`config.mk`:
```
export PLATFORM = sky130hd
export DESIGN_NAME = cache_4way_lru_flat
export DESIGN_NICKNAME = d
export VERILOG_FILES = /design/src/rtl/cache_4way_lru_if.sv /design/src/rtl/cache_4way_lru.sv /design/src/flat_wrapper.sv
export SDC_FILE = /design/constraint.sdc
export NUM_CORES = 1
export LEC_CHECK = 0
export ABC_CLOCK_PERIOD_IN_PS = 4800
export CAP_MARGIN = 20
export CORE_ASPECT_RATIO = 0.5
export CORE_UTILIZATION = 58
export CTS_BUF_LIST = sky130_fd_sc_hd__clkbuf_2
export DETAILED_ROUTE_END_ITERATION = 8
export MAX_ROUTING_LAYER = met4
export PLACE_DENSITY_LB_ADDON = 0.15
export RECOVER_POWER = 100
export SKIP_CTS_REPAIR_TIMING = 1
export SLEW_MARGIN = 20
export SYNTH_ARGS = -nofsm -noshare
export SYNTH_HDL_FRONTEND = slang
export SYNTH_SLANG_ARGS = --single-unit
```
`constraint.sdc`:
```
create_clock -name clk -period 4.8 [get_ports clk]
set_input_delay 0.96 -clock clk [delete_from_list [all_inputs] [get_ports clk]]
set_output_delay 0.96 -clock clk [all_outputs]
set_load 0.01 [all_outputs]
```
`src/rtl/cache_4way_lru_if.sv`:
```
// Request/response bundle between a word-fetch requester and cache_4way_lru.
interface cache_4way_lru_if;
    localparam int unsigned ADDR_W = 11;
    localparam int unsigned DATA_W = 32;

    logic              read;
    logic [ADDR_W-1:0] addr;
    logic [DATA_W-1:0] read_data;
    logic              hit;

    modport master (output read, output addr, input read_data, input hit);
    modport slave  (input read, input addr, output read_data, output hit);
endinterface

```
`src/rtl/cache_4way_lru.sv`:
```
// Read-only 4-way, 4-set cache with true-LRU ages and a synthetic backing store.
// Optional hit/miss counters are enabled by defining CACHE_4WAY_STATS_EN.
module cache_4way_lru (
    input  logic            clk,
    input  logic            rst,
    cache_4way_lru_if.slave bus
`ifdef CACHE_4WAY_STATS_EN
    ,
    output logic [15:0]     hit_count,
    output logic [15:0]     miss_count
`endif
);
    localparam int unsigned WAYS   = 4;
    localparam int unsigned SETS   = 4;
    localparam int unsigned WAY_W  = 2;
    localparam int unsigned IDX_W  = 2;
    localparam int unsigned TAG_W  = 7;
    localparam int unsigned AGE_W  = 2;
    localparam int unsigned DATA_W = 32;

    logic [WAYS-1:0]   r_valid [SETS];
    logic [TAG_W-1:0]  r_tag   [SETS][WAYS];
    logic [DATA_W-1:0] r_data  [SETS][WAYS];
    logic [AGE_W-1:0]  r_age   [SETS][WAYS];
    logic              r_hit;
    logic [DATA_W-1:0] r_read_data;

    logic [IDX_W-1:0]  w_idx;
    logic [TAG_W-1:0]  w_tag;
    logic [DATA_W-1:0] w_fill_word;
    logic              w_hit;
    logic [WAY_W-1:0]  w_hit_way;
    logic              w_has_inv;
    logic [WAY_W-1:0]  w_victim;
    logic [WAY_W-1:0]  w_acc_way;
    logic [AGE_W-1:0]  w_acc_age;
    logic              w_unused_ofs;

    assign w_idx        = bus.addr[3:2];
    assign w_tag        = bus.addr[10:4];
    assign w_fill_word  = {16'hA5A5, 5'b0, bus.addr[10:2], 2'b00};
    assign w_unused_ofs = ^bus.addr[1:0];

    // Tag match and victim choice: lowest invalid way first, else the age-3 way.
    always_comb begin
        w_hit     = 1'b0;
        w_hit_way = '0;
        w_has_inv = 1'b0;
        w_victim  = '0;
        for (int w = 0; w < int'(WAYS); w++) begin
            if (r_valid[w_idx][w] && (r_tag[w_idx][w] == w_tag)) begin
                w_hit     = 1'b1;
                w_hit_way = WAY_W'(w);
            end
        end
        for (int w = int'(WAYS) - 1; w >= 0; w--) begin
            if (!r_valid[w_idx][w]) begin
                w_has_inv = 1'b1;
                w_victim  = WAY_W'(w);
            end
        end
        if (!w_has_inv) begin
            for (int w = 0; w < int'(WAYS); w++) begin
                if (r_age[w_idx][w] == AGE_W'(WAYS - 1)) begin
                    w_victim = WAY_W'(w);
                end
            end
        end
    end

    assign w_acc_way = w_hit ? w_hit_way : w_victim;
    assign w_acc_age = r_age[w_idx][w_acc_way];

    // Lookup, fill and age update; ages stay a permutation of 0..WAYS-1.
    always_ff @(posedge clk or negedge rst) begin
        if (!rst) begin
            for (int s = 0; s < int'(SETS); s++) begin
                r_valid[s] <= '0;
                for (int w = 0; w < int'(WAYS); w++) begin
                    r_tag[s][w]  <= '0;
                    r_data[s][w] <= '0;
                    r_age[s][w]  <= AGE_W'(w);
                end
            end
            r_hit       <= 1'b0;
            r_read_data <= '0;
        end else if (bus.read) begin
            for (int w = 0; w < int'(WAYS); w++) begin
                if (WAY_W'(w) == w_acc_way) begin
                    r_age[w_idx][w] <= '0;
                end else if (r_age[w_idx][w] < w_acc_age) begin
                    r_age[w_idx][w] <= r_age[w_idx][w] + AGE_W'(1);
                end
            end
            if (w_hit) begin
                r_hit       <= 1'b1;
                r_read_data <= r_data[w_idx][w_hit_way];
            end else begin
                r_hit                     <= 1'b0;
                r_read_data               <= w_fill_word;
                r_valid[w_idx][w_victim]  <= 1'b1;
                r_tag[w_idx][w_victim]    <= w_tag;
                r_data[w_idx][w_victim]   <= w_fill_word;
            end
        end
    end

    assign bus.hit       = r_hit;
    assign bus.read_data = r_read_data;

`ifdef CACHE_4WAY_STATS_EN
    logic [15:0] r_hit_count;
    logic [15:0] r_miss_count;

    // Saturating request counters.
    always_ff @(posedge clk or negedge rst) begin
        if (!rst) begin
            r_hit_count  <= '0;
            r_miss_count <= '0;
        end else if (bus.read) begin
            if (w_hit && (r_hit_count != 16'hFFFF)) begin
                r_hit_count <= r_hit_count + 16'd1;
            end
            if (!w_hit && (r_miss_count != 16'hFFFF)) begin
                r_miss_count <= r_miss_count + 16'd1;
            end
        end
    end

    assign hit_count  = r_hit_count;
    assign miss_count = r_miss_count;
`endif
endmodule

```
`src/flat_wrapper.sv`:
```
// flat-port wrapper written by rule: the top's interface ports become plain ports
module cache_4way_lru_flat 
  (clk, rst, bus_read, bus_addr, bus_read_data, bus_hit);
  cache_4way_lru_if bus_i ();
  input  logic clk;
  input  logic rst;
  input wire logic [$bits(bus_i.read)-1:0] bus_read;
  input wire logic [$bits(bus_i.addr)-1:0] bus_addr;
  output wire logic [$bits(bus_i.read_data)-1:0] bus_read_data;
  output wire logic [$bits(bus_i.hit)-1:0] bus_hit;
  assign bus_i.read = bus_read;
  assign bus_i.addr = bus_addr;
  assign bus_read_data = bus_i.read_data;
  assign bus_hit = bus_i.hit;
  cache_4way_lru u_core (.clk(clk), .rst(rst), .bus(bus_i));
endmodule
```
Word-level counts from Yosys, hierarchy flattened. Index checks and enable logic that the tools add are counted.

Output and inout bits: 33. Logic and storage cells: 182. Bits in registers: 705.

Bitwise logic cells: 14. $add $sub $neg: 4. Magnitude comparators: 12. Reduce and logical (&&, ||, !) cells: 9. Muxes and demuxes: 78. Eq/ne operators: 11.

Operators by type and width (number): 512-bit bitwise mux (1); 32-bit two-way mux (15); 128-bit two-way mux (3); 128-bit binary-select mux with 2-bit select (1); 128-bit demux with 2-bit select (1); 32-bit bitwise AND (4); 32-bit bitwise mux (4); 32-bit NOT (4); 112-bit bitwise mux (1); 28-bit two-way mux (3); 32-bit binary-select mux with 2-bit select (1); 32-bit demux with 2-bit select (1); 8-bit demux with 2-bit select (4); 28-bit binary-select mux with 2-bit select (1); 28-bit demux with 2-bit select (1); 2-bit two-way mux (15); 7-bit equality test (4); 8-bit two-way mux (3); 8-bit binary-select mux with 2-bit select (1); 4-bit two-way mux (4); 16-bit bitwise OR (1); 7-bit demux with 2-bit select (1); 3-bit greater-or-equal comparator (second input constant) (4); 2-bit NOT with 3-bit output (4); 19 further kinds (46).

Longest topological paths before layout. Gate-level depths: netlist of run 1.

Depth after elaboration: 33. Depth in mapped cells: 18.

Worst setup path before layout of run 1. Ideal clock, no wire load.

Path kind: input port to flip-flop. Start point: in bus_addr[2]. End point: reg u_core.r_age[16] in the netlist's numbering. Data required time: 4718 ps. Cell stages on the path: 17. Library setup time: 82 ps. Arrival: 4716 ps. Slack: 2 ps. Cells stage by stage: buf_6 > buf_2 > buf_2 > buf_2 > mux4_2 > ha_1 > nand2b_1 > nand3b_1 > nand2_1 > a21bo_2 > a211oi_1 > o21ai_1 > o21ai_1 > or3b_1 > o211a_1 > nor2_1 > mux2_2.

Cells in the longest elaborated chain, start to end: 33. Elaborated cells between the ends (all ways): 90. Classes of those cells: add/sub (4); order compare (6); eq/ne (11); mux (53); bitwise (10); reduce/logical (6).

RTL lines: start: declaration (line flat_wrapper.sv:8) `input wire logic [$bits(bus_i.addr)-1:0] bus_addr;`; 2-bit NOT with 3-bit output (implied by the code) (*); 4-bit binary-select mux with 2-bit select (line cache_4way_lru.sv:51, cache_4way_lru.sv:57); 4-bit two-way mux (implied by the code) (2 in series) (line cache_4way_lru.sv:51, cache_4way_lru.sv:57); 2-bit two-way mux (4 in series) (line cache_4way_lru.sv:57) `if (!r_valid[w_idx][w]) begin`; 2-bit two-way mux (4 in series) (line cache_4way_lru.sv:64) `if (r_age[w_idx][w] == AGE_W'(WAYS - 1)) begin`; 2-bit two-way mux (line cache_4way_lru.sv:62) `if (!w_has_inv) begin`; 2-bit two-way mux (line cache_4way_lru.sv:71) `assign w_acc_way = w_hit ? w_hit_way : w_victim;`; 2-bit NOT with 3-bit output (implied by the code) (line cache_4way_lru.sv:72) `assign w_acc_age = r_age[w_idx][w_acc_way];`; (+10 left out); 32-bit two-way mux (line cache_4way_lru.sv:87) `end else if (bus.read) begin`; 32-bit bitwise mux (line cache_4way_lru.sv:92) `r_age[w_idx][w] <= r_age[w_idx][w] + AGE_W'(1);`; 32-bit two-way mux (line cache_4way_lru.sv:91) `end else if (r_age[w_idx][w] < w_acc_age) begin`; 32-bit two-way mux (line cache_4way_lru.sv:89) `if (WAY_W'(w) == w_acc_way) begin`; 32-bit two-way mux (line cache_4way_lru.sv:87); 32-bit bitwise mux (line cache_4way_lru.sv:92); 32-bit two-way mux (line cache_4way_lru.sv:91); 32-bit two-way mux (*) (line cache_4way_lru.sv:89); end signal: indexed assignment (line cache_4way_lru.sv:82) `r_age[s][w] <= AGE_W'(w);`; end signal: indexed assignment (line cache_4way_lru.sv:92); end: declaration (line cache_4way_lru.sv:24) `logic [AGE_W-1:0] r_age [SETS][WAYS];`.

Mark *: on every way between the ends. The rest lies on a longest branch, timed or not. The select of a mux whose other input is x is not followed. A chain may end at the register's enable or synchronous reset.

Worst setup path after layout of run 1.
Start point: in bus_addr[2]. End point: reg u_core.r_age[15] in the netlist's numbering.

The elaborated chain is that of the path after synthesis.

==> out/metrics.cfg, run 1 <==
[outcome]
status=finished with violations
violations=DRC, capacitance limit, slew limit

[worst_setup_path]
cp_data_required_time_ps=5490
rrSetupSlack_ps=1000
critPathLaunchType=input port
worstPathArrival_ps=4950
critPathKind=in2reg
cp-end-kind=register
worstPathMaxFanout=17

[power]
vdd_drop_max_mv=0.2884
p_sw_uw=2534
p_per_area_nw_per_um2=617.1
p_leak_uw=0.004933
power_frac_clock=0.167
combPwrFrac=0.411
p_int_uw=4636
seqPwrFrac=0.422
p_sw_frac=0.3534

[cts]
cts_sinks=219
clk_latency_ps=790
ctsHtreeMaxLevel=2
clkTransAtPathRegs_ps=110
cts_tree=yes
cts_root_buf=clkbuf_2
cts_buffers=49
cts_max_path_buffers=3

[detailed_routing]
wl_per_cell_um=19.99
drt_iter0_drc=371
ant_nets=0
wl_um=22850
drt_pre_antenna_iters=7
num_vias=6681
drc=10
viasPerCell=5.845

[global_routing]
grt_max_degree=130
antenna_found_initial=0
grt-ovfl-total=0
grt_use_total=0.2708
grt_first_pass_wirelength_um=37660
grt_pass1_vias=6980

[yosys]
synth_edf_count=0
synthArstFlopShare=1.000
synth.area.top_cells=dfrtp_1, mux2_2, mux4_2
syn_area_per_cell_sq_um=13.28
seq_area_frac_synth=0.5223
yosysTopAreaCell=dfrtp_1
yosys_warnings=0
synth_top_area_share=0.4824
synthFlopType=dfrtp_1
synth-seq-cells=219
yosysUniqueCellTypes=64
netlist_area_sq_um=10530
syn_inst=793

[timing]
finalSetupTns_ps=0
fmax_mhz=234.4
slew_violations=120
worstMarginPinSlew_ps=1600
relSlewSlack=-0.06695
rsz0062_at_grt=false
fin_worst_skew_ps=44.64
setup_viol=0
min_period_ps=4266
holdWs_ps=468.6
period_share=0.8888
finalHoldViolations=0

[final_layout]
fin_area_sq_um=11620
instances_no_fill=1143
diodes=0
nets=892
syn2layout_area_growth_pct=10.32
layout-drive-gt1-share=0.3971

[floorplanning]
core_sq_um=17570
dieArea_sq_um=18730
die_height_um=97.28
start_util=0.5994
ios=47
die_w_um=192.6
rows=34

[place]
hpwl_um=15220
gp_congestion=0.8899
numPortBuffers=29
place_area_sq_um=11270
dp_cells=1055

[worst_hold_path]
min_path_type=reg2reg

[flow_run]
drv_cap=3

## logic make-up after synthesis
kind of cell	synth area share
mux	0.2550
xor+xnor	0.02495
buf+inv	0.04313
other cells	0.0003561
simple gates	0.08768
fa+ha+maj	0.007723
flops	0.5223
compound gates	0.05893
## Yosys cell counts (all sizes together) (2+ instances only)
| cell | n |
|---|---|
| dfrtp | 203 |
| mux2 | 135 |
| or2 | 51 |
| buf | 44 |
| mux4 | 44 |
| nand2 | 30 |
| nor2 | 30 |
| clkbuf | 29 |
| xnor2 | 24 |
| nor2b | 20 |
| mux2i | 17 |
| dfstp | 16 |
| inv | 15 |
| a21oi | 12 |
| o2bb2ai | 12 |
| o21ai | 11 |
| nor3 | 8 |
| o22ai | 7 |
| or3 | 7 |
| nand3 | 6 |
| nand4 | 6 |
| xor2 | 6 |
| a21o | 5 |
| ha | 4 |
| nor4 | 4 |
| o31ai | 4 |
| a2111oi | 3 |
| a211oi | 3 |
| maj3 | 3 |
| nand2b | 3 |
| o21a | 3 |
| o311ai | 3 |
| a31oi | 2 |
| a32o | 2 |
| and3 | 2 |
| nor4b | 2 |
| o211a | 2 |
| o211ai | 2 |
## critical path: stages
cell      delay (ps)
buf_4            310
clkbuf_1         350
mux4_2           590
ha_1             240
nand3b_1         160
nand2_1          140
a21bo_2          220
a211oi_1          60
o21ai_0          430
o22ai_1          220
or2_0            300
maj3_1           460
or2_1            320
o22ai_1          170
## per-layer routing
metal,wire (um),track usage,vias up
met1,10940,0.3792,3477
met4,279,0.06663,0
li1,-,-,3007
met2,10360,0.3943,167
met3,1276,0.07476,30
met5,0,-,-
## flip-flops by register name, indices dropped and copies added, names as in the netlist
name and count:
u_core.r_data 160, u_core.bus.read_data 10, u_core.r_valid 16, u_core.bus.hit 1, u_core.r_age 32
## worst paths after layout
path                                          from            endpoint  cells after the start
min in group asynchronous                      rst  u_core.r_data[259]                      2
worst min-delay path            u_core.r_data[258]  u_core.r_data[258]                      1
worst max register to register   u_core.r_data[36]  u_core.r_data[455]                     13
worst max-delay path                   bus_addr[2]    u_core.r_age[15]                     14
worst min register to register  u_core.r_data[258]  u_core.r_data[258]                      1
max in group asynchronous                      rst    u_core.r_data[2]                      4
## metrics by stage
| stage | setup slack, ps | power, uW | util |
|---|---|---|---|
| final | 533.5 | 7170 | 0.6613 |
| after CTS | 967.5 | 7250 | 0.6670 |
| after floorplan | 2.241 | 5205 | - |
| after detailed placement | 149.8 | 6028 | 0.6413 |
| after global routing | 379.0 | 7679 | 0.6613 |
| after global placement | 221.1 | 5884 | 0.6413 |
## placed cells by master (no fill, tap or decap), types with 6 or more instances in the layout
cell type | synthesis | layout
xor2_1 | 6 | 6
a21oi_1 | 12 | 12
nand4_1 | 6 | 6
buf_4 | 23 | 28
inv_1 | 15 | 15
nand3_1 | 6 | 6
mux4_2 | 43 | 43
xnor2_1 | 24 | 24
dfstp_2 | 16 | 16
or3_1 | 7 | 7
nor2_1 | 30 | 30
nand2_1 | 30 | 30
mux2i_1 | 17 | 17
clkbuf_2 | 0 | 79
clkdlybuf4s50_1 | 0 | 7
conb_1 | 1 | 15
dfrtp_1 | 203 | 203
or2_2 | 48 | 48
dlygate4sd3_1 | 0 | 20
o21ai_0 | 8 | 9
nor2b_1 | 20 | 20
nor3_1 | 8 | 8
clkbuf_1 | 29 | 27
mux2_2 | 134 | 132
o2bb2ai_1 | 12 | 12
o22ai_1 | 6 | 7
## layout make-up
| type | count | area [sq um] |
|---|---|---|
| flip-flops and latches | 219 | 5500 |
| fillers | 1362 | 5951 |
| inverters | 15 | 56.30 |
| clock inverters | 8 | 61.31 |
| multi-input cells | 500 | 4616 |
| well taps | 234 | 292.8 |
| clock buffers | 78 | 390.4 |
| repair buffers | 89 | 701.9 |
## power by group through the flow
| stage | combinational (uW) | clock, uW | sequential, uW |
|---|---|---|---|
| 6_report | 2950 | 1200 | 3030 |
| 5_1_grt | 3220 | 1340 | 3120 |
| 4_1_cts | 2990 | 1240 | 3020 |
| 3_5_place_dp | 2970 | 0 | 3060 |
| 3_3_place_gp | 2880 | 0 | 3000 |
| 2_1_floorplan | 2280 | 0 | 2930 |
(Power assumes the default switching activity.)
==> run 2, diff against run 1 <==
--- a/config.mk
+++ b/config.mk
@@ -12,7 +12,7 @@
 export CTS_BUF_LIST = sky130_fd_sc_hd__clkbuf_2
 export DETAILED_ROUTE_END_ITERATION = 8
 export MAX_ROUTING_LAYER = met4
-export PLACE_DENSITY_LB_ADDON = 0.15
+export PLACE_DENSITY = 0.73
 export RECOVER_POWER = 100
 export SKIP_CTS_REPAIR_TIMING = 1
 export SLEW_MARGIN = 20
==> run 2 against run 1 <==
The run still ends with DRC, capacitance limit, slew limit left. Non-clock buffer count fell by 8. Worst setup slack improved by 140 ps. Combinational power decreased by 2%. Total power fell by 0.18%. Sequential share of layout area grew 0.11 points. Global-route usage decreased by 0.33 points. Sequential power about the same. Critical path type unchanged.
==> out/metrics.cfg, run 2 (same netlist as run 1, synthesis figures left out) <==
[final_layout]
nets=885  ; -0.78%
layout-drive-gt1-share=0.4057  ; +0.008593
largest_register=u_core.r_data
layout_commonest_cell=dfrtp_1
layout_common_cells=dfrtp_1, mux2_2, clkbuf_2
largest_reg_flops=160  ; unchanged
largestRegisters=u_core.r_data: 160 flops, u_core.r_age: 32 flops, u_core.r_valid: 16 flops
diodes=0  ; unchanged
syn2layout_area_growth_pct=10.06

[cts]
ctsHtreeMaxLevel=2  ; unchanged
clkTransAtPathRegs_ps=100  ; about the same
clk_latency_ps=830  ; +40 ps
cts_max_path_buffers=3  ; unchanged
cts_tree=yes
cts_buffers=50  ; +2.0%
cts_root_buf=clkbuf_2
cts_sinks=219  ; unchanged

[place]
gp_congestion=0.9019  ; +1.3%
hpwl_um=14880  ; -2.3%
numPortBuffers=29  ; unchanged

[power]
vdd_drop_max_mv=0.2498  ; -13%
seqPwrFrac=0.423  ; about the same
p_sw_frac=0.3506  ; -0.002825
finalPower_uw=7158  ; -0.18%
p_int_uw=4648  ; +0.26%
power_frac_clock=0.174  ; +0.007
combPwrFrac=0.403  ; -0.008
p_leak_uw=0.004928  ; about the same
p_sw_uw=2510  ; -0.98%
p_per_area_nw_per_um2=617.5  ; about the same

[detailed_routing]
drc=10  ; unchanged
wl_um=22650  ; -0.89%
viasPerCell=5.789  ; -0.96%
drt_iter0_drc=504  ; +36%
num_vias=6605  ; -1.1%
drt_pre_antenna_iters=7  ; unchanged
ant_nets=0  ; unchanged
wl_per_cell_um=19.85  ; -0.72%

[worst_setup_path]
r2r-end=u_core.r_age[23]
path_delay_family=compound AO/OA/AOI/OAI gates
cp_data_required_time_ps=5440  ; -50 ps
critPathKind=in2reg
rrSetupSlack_ps=900  ; -100 ps
worstPathMaxFanout=19  ; +2
cp-end-kind=register
worstRegToRegCells=12  ; -1
critPathLaunchType=input port
worstPathArrival_ps=4760  ; -190 ps
critPathSlowestCell=mux4_2
cpPeakStageDelay_ps=540  ; -50 ps
path_cells=buf_4, buf_12, mux4_2, ha_1, o311ai_2, inv_1, a211oi_1, o21ai_1, buf_4, o22ai_1, or2_0, maj3_1, or2_0, o22ai_1
worstReg2RegStart=u_core.r_data[73]
path_buf_inv=4  ; +2

[worst_hold_path]
holdPathEnd=u_core.r_data[413]
min_from=u_core.r_data[413]
min_path_type=reg2reg
holdPathStages=1  ; unchanged

[timing]
relSlewSlack=-1.090  ; -1.023
finalHoldViolations=0  ; unchanged
holdWs_ps=474.4  ; +5.769 ps
slew_violations=124  ; +3.3%
worstMarginPinSlew_ps=3135  ; +1534 ps
finalSetupTns_ps=0  ; unchanged
min_period_ps=4124  ; -142.1 ps
period_share=0.8592  ; -0.02960
fin_worst_skew_ps=67.43  ; +22.79 ps
setup_viol=0  ; unchanged
fmax_mhz=242.5  ; +3.4%
rsz0062_at_grt=false

[floorplanning]
core_sq_um=17570  ; unchanged
start_util=0.5994  ; unchanged
die_height_um=97.28  ; unchanged
rows=34  ; unchanged
ios=47  ; unchanged
die_w_um=192.6  ; unchanged
dieArea_sq_um=18730  ; unchanged

[flow_run]
drv_cap=1  ; -2

[global_routing]
grt_use_total=0.2675  ; -0.003349
grt_max_degree=125  ; -3.8%
grt_first_pass_wirelength_um=36870  ; -2.1%
antenna_found_initial=0  ; unchanged
grt-ovfl-total=0  ; unchanged
grt_pass1_vias=6853  ; -1.8%

[outcome]
violations=DRC, capacitance limit, slew limit
status=finished with violations

run 2: area by class of cell:
type,count,area (sq um)
fill,1324,5978
sequential,219,5500
multi-input combinational,500,4622
timing repair buffer,81,639.4
clock buffer,83,415.4
tap,234,292.8
clock inverter,9,65.06
inverter,15,56.30
run 2: worst max path at each step:
stage                       end  depth (start not counted)  slack [ps]   startpoint
2_1_floorplan  u_core.r_age[16]                         17           2  bus_addr[2]
3_3_place_gp   u_core.r_age[31]                         13         170  bus_addr[2]
3_5_place_dp   u_core.r_age[25]                         13         110  bus_addr[2]
4_1_cts        u_core.r_age[25]                         13         880  bus_addr[2]
5_1_grt        u_core.r_age[21]                         13         390  bus_addr[2]
6_report       u_core.r_age[23]                         14         680  bus_addr[2]
run 2: power by group through the flow:
stage	Combinational [uW]	Sequential [uW]	Clock, uW
6_report	2880	3030	1240
5_1_grt	3160	3120	1380
4_1_cts	2950	3020	1280
3_5_place_dp	2930	3060	0
3_3_place_gp	2850	3000	0
2_1_floorplan	2280	2930	0
run 2: per-layer routing:
layer  global-route usage  part of all wire  vias to the layer above
li1                     -                 -                     2993
met1               0.3936              0.48                     3422
met2               0.3838              0.46                      166
met3              0.05850             0.051                       24
met4              0.05815            0.0087                        0
met5                    -                 0                        -
run 2: metrics by stage:
step	setup WS, ps	utilization	instances	instance area, sq um
after floorplan	2.241	-	807	10580
after global placement	167.3	0.6380	1049	11210
after detailed placement	114.8	0.6380	1049	11210
after CTS	884.3	0.6654	1141	11690
after global routing	390.5	0.6597	1141	11590
final	675.6	0.6597	1141	11590
==> run 3, diff against run 2 <==
--- a/config.mk
+++ b/config.mk
@@ -8,11 +8,11 @@
 export ABC_CLOCK_PERIOD_IN_PS = 4800
 export CAP_MARGIN = 20
 export CORE_ASPECT_RATIO = 0.5
-export CORE_UTILIZATION = 58
+export CORE_UTILIZATION = 55
 export CTS_BUF_LIST = sky130_fd_sc_hd__clkbuf_2
 export DETAILED_ROUTE_END_ITERATION = 8
 export MAX_ROUTING_LAYER = met4
-export PLACE_DENSITY = 0.73
+export PLACE_DENSITY = 0.7
 export RECOVER_POWER = 100
 export SKIP_CTS_REPAIR_TIMING = 1
 export SLEW_MARGIN = 20
==> run 3 against run 2 <==
Largest power group unchanged. Maximum frequency fell by 3.0%. The run ends with capacitance limit, slew limit left. Combinational power barely moved. Critical path depth fell by 1. Total power rose by 0.27%. Clock-buffer cell count fell by 7.
==> out/metrics.cfg, run 3 (same netlist as run 1, synthesis figures left out) <==
[outcome]
status=finished with violations
violations=capacitance limit, slew limit

[final_layout]
largest_reg_flops=160  ; unchanged
layout-drive-gt1-share=0.4052  ; -0.0005044
nets=901  ; +1.8%
layout_common_cells=dfrtp_1, mux2_2, clkbuf_2
layout_commonest_cell=dfrtp_1
instances_no_fill=1178  ; +3.2%
syn2layout_area_growth_pct=11.14
largestRegisters=u_core.r_data: 160 flops, u_core.r_age: 32 flops, u_core.r_valid: 16 flops
largest_register=u_core.r_data
nFillCells=1535  ; +16%

[worst_setup_path]
worstPathArrival_ps=4980  ; +220 ps
critPathSlowestCell=mux4_2
path_buf_inv=2  ; -2
path_cells=buf_4, mux4_2, xnor2_1, o211ai_1, a2111oi_4, clkbuf_1, or3_1, a21o_1, o22ai_2, or2_0, maj3_1, or2_0, o22ai_1
critPathLaunchType=input port
worstPathMaxFanout=27  ; +8
cpPeakStageDelay_ps=580  ; +40 ps
cp-end-kind=register
crit_top_cell=or2_0
cp_data_required_time_ps=5530  ; +90 ps
path_delay_family=compound AO/OA/AOI/OAI gates
critPathKind=in2reg

[power]
p_sw_uw=2493  ; -0.66%
vdd_drop_max_mv=0.2581  ; +3.3%
combPwrFrac=0.404  ; about the same
power_frac_clock=0.176  ; +0.002
seqPwrFrac=0.421  ; -0.002
p_int_uw=4684  ; +0.77%
p_per_area_nw_per_um2=613.1  ; -0.71%
p_sw_frac=0.3474  ; -0.003259
p_leak_uw=0.004966  ; +0.77%

[timing]
slew_violations=39  ; -69%
finalSetupTns_ps=0  ; unchanged
final.setup.worst_slack_ps=546.6  ; -129.0 ps
fmax_mhz=235.1  ; -3.0%
period_share=0.8861  ; +0.02688
finalHoldViolations=0  ; unchanged
rsz0062_at_grt=false
setup_viol=0  ; unchanged
worstMarginPinSlew_ps=1980  ; -1155 ps
fin_worst_skew_ps=35.87  ; -31.56 ps
relSlewSlack=-0.3200  ; +0.7699
min_period_ps=4253  ; +129.0 ps
holdWs_ps=473.0  ; -1.312 ps

[detailed_routing]
wl_per_cell_um=19.39  ; -2.3%
wl_um=22840  ; +0.86%
drt_pre_antenna_iters=4  ; -3
drc=0  ; -10
viasPerCell=5.616  ; -3.0%
num_vias=6616  ; +0.17%
ant_nets=0  ; unchanged
drt_iter0_drc=307  ; -39%

[floorplanning]
core_sq_um=18570  ; +5.7%
rows=35  ; +2.9%
ios=47  ; unchanged
die_height_um=99.85  ; +2.6%
start_util=0.5672  ; -0.03223
dieArea_sq_um=19740  ; +5.4%
die_w_um=197.7  ; +2.7%

[cts]
cts_root_buf=clkbuf_2
cts_tree=yes
clkTransAtPathRegs_ps=110  ; about the same
cts_max_path_buffers=3  ; unchanged
cts_buffers=49  ; -2.0%
ctsHtreeMaxLevel=2  ; unchanged
clk_latency_ps=820  ; about the same
cts_sinks=219  ; unchanged

[global_routing]
grt-ovfl-total=0  ; unchanged
grt_use_total=0.2556  ; -0.01187
grt_max_degree=138  ; +10%
grt_pass1_vias=6777  ; -1.1%
grt_first_pass_wirelength_um=37260  ; +1.0%
antenna_found_initial=1  ; +1

[place]
gp_congestion=0.8622  ; -4.4%
hpwl_um=15370  ; +3.3%
dp_cells=1089  ; +3.8%
numPortBuffers=29  ; unchanged
dp_slack_ps=57.41  ; -57.43 ps

[flow_run]
drv_cap=1  ; unchanged

[worst_hold_path]
min_path_type=reg2reg

run 3: path summary, 6_finish.rpt:
kind	from	endpoint	slack (ps)	cells past startpoint
setup reg to reg	u_core.r_data[73]	u_core.r_age[31]	830	12
setup / recovery	bus_addr[2]	u_core.r_age[31]	550	13
hold reg to reg	u_core.r_data[35]	u_core.r_data[35]	470	1
min in group asynchronous	rst	u_core.r_age[6]	1230	2
max in group asynchronous	rst	u_core.r_data[356]	1040	4
hold / removal	u_core.r_data[35]	u_core.r_data[35]	470	1
run 3: metal layers:
metal	vias to the layer above	global-route usage	wire [um]
met2	178	0.3852	10430
li1	3013	-	-
met1	3396	0.3540	10810
met5	-	-	0
met4	0	0.05486	223
met3	29	0.06418	1369
run 3: area by class of cell:
cell class | count | area (sq um) | area share
Tap cell | 259 | 324.1 | 0.02769
Timing Repair Buffer | 98 | 724.4 | 0.06189
Sequential cell | 219 | 5500 | 0.4699
Antenna cell | 1 | 2.502 | 0.0002138
Inverter | 15 | 56.30 | 0.004810
Clock inverter | 10 | 95.09 | 0.008124
Multi-Input combinational cell | 500 | 4622 | 0.3949
Clock buffer | 76 | 380.4 | 0.03250
run 3: per-stage QoR:
stage            util  power (uW)  instance area [sq um]
2_1_floorplan       -        5205                  10580
3_3_place_gp   0.6101        5905                  11330
3_5_place_dp   0.6101        6030                  11330
4_1_cts        0.6357        7312                  11800
5_1_grt        0.6304        7709                  11710
6_report       0.6304        7177                  11710
run 3: power groups by stage:
| stage | Sequential [uW] | Clock, uW | Combinational [uW] |
|---|---|---|---|
| 6_report | 3020 | 1260 | 2900 |
| 5_1_grt | 3120 | 1390 | 3200 |
| 4_1_cts | 3020 | 1300 | 2990 |
| 3_5_place_dp | 3050 | 0 | 2980 |
| 3_3_place_gp | 3010 | 0 | 2900 |
| 2_1_floorplan | 2930 | 0 | 2280 |
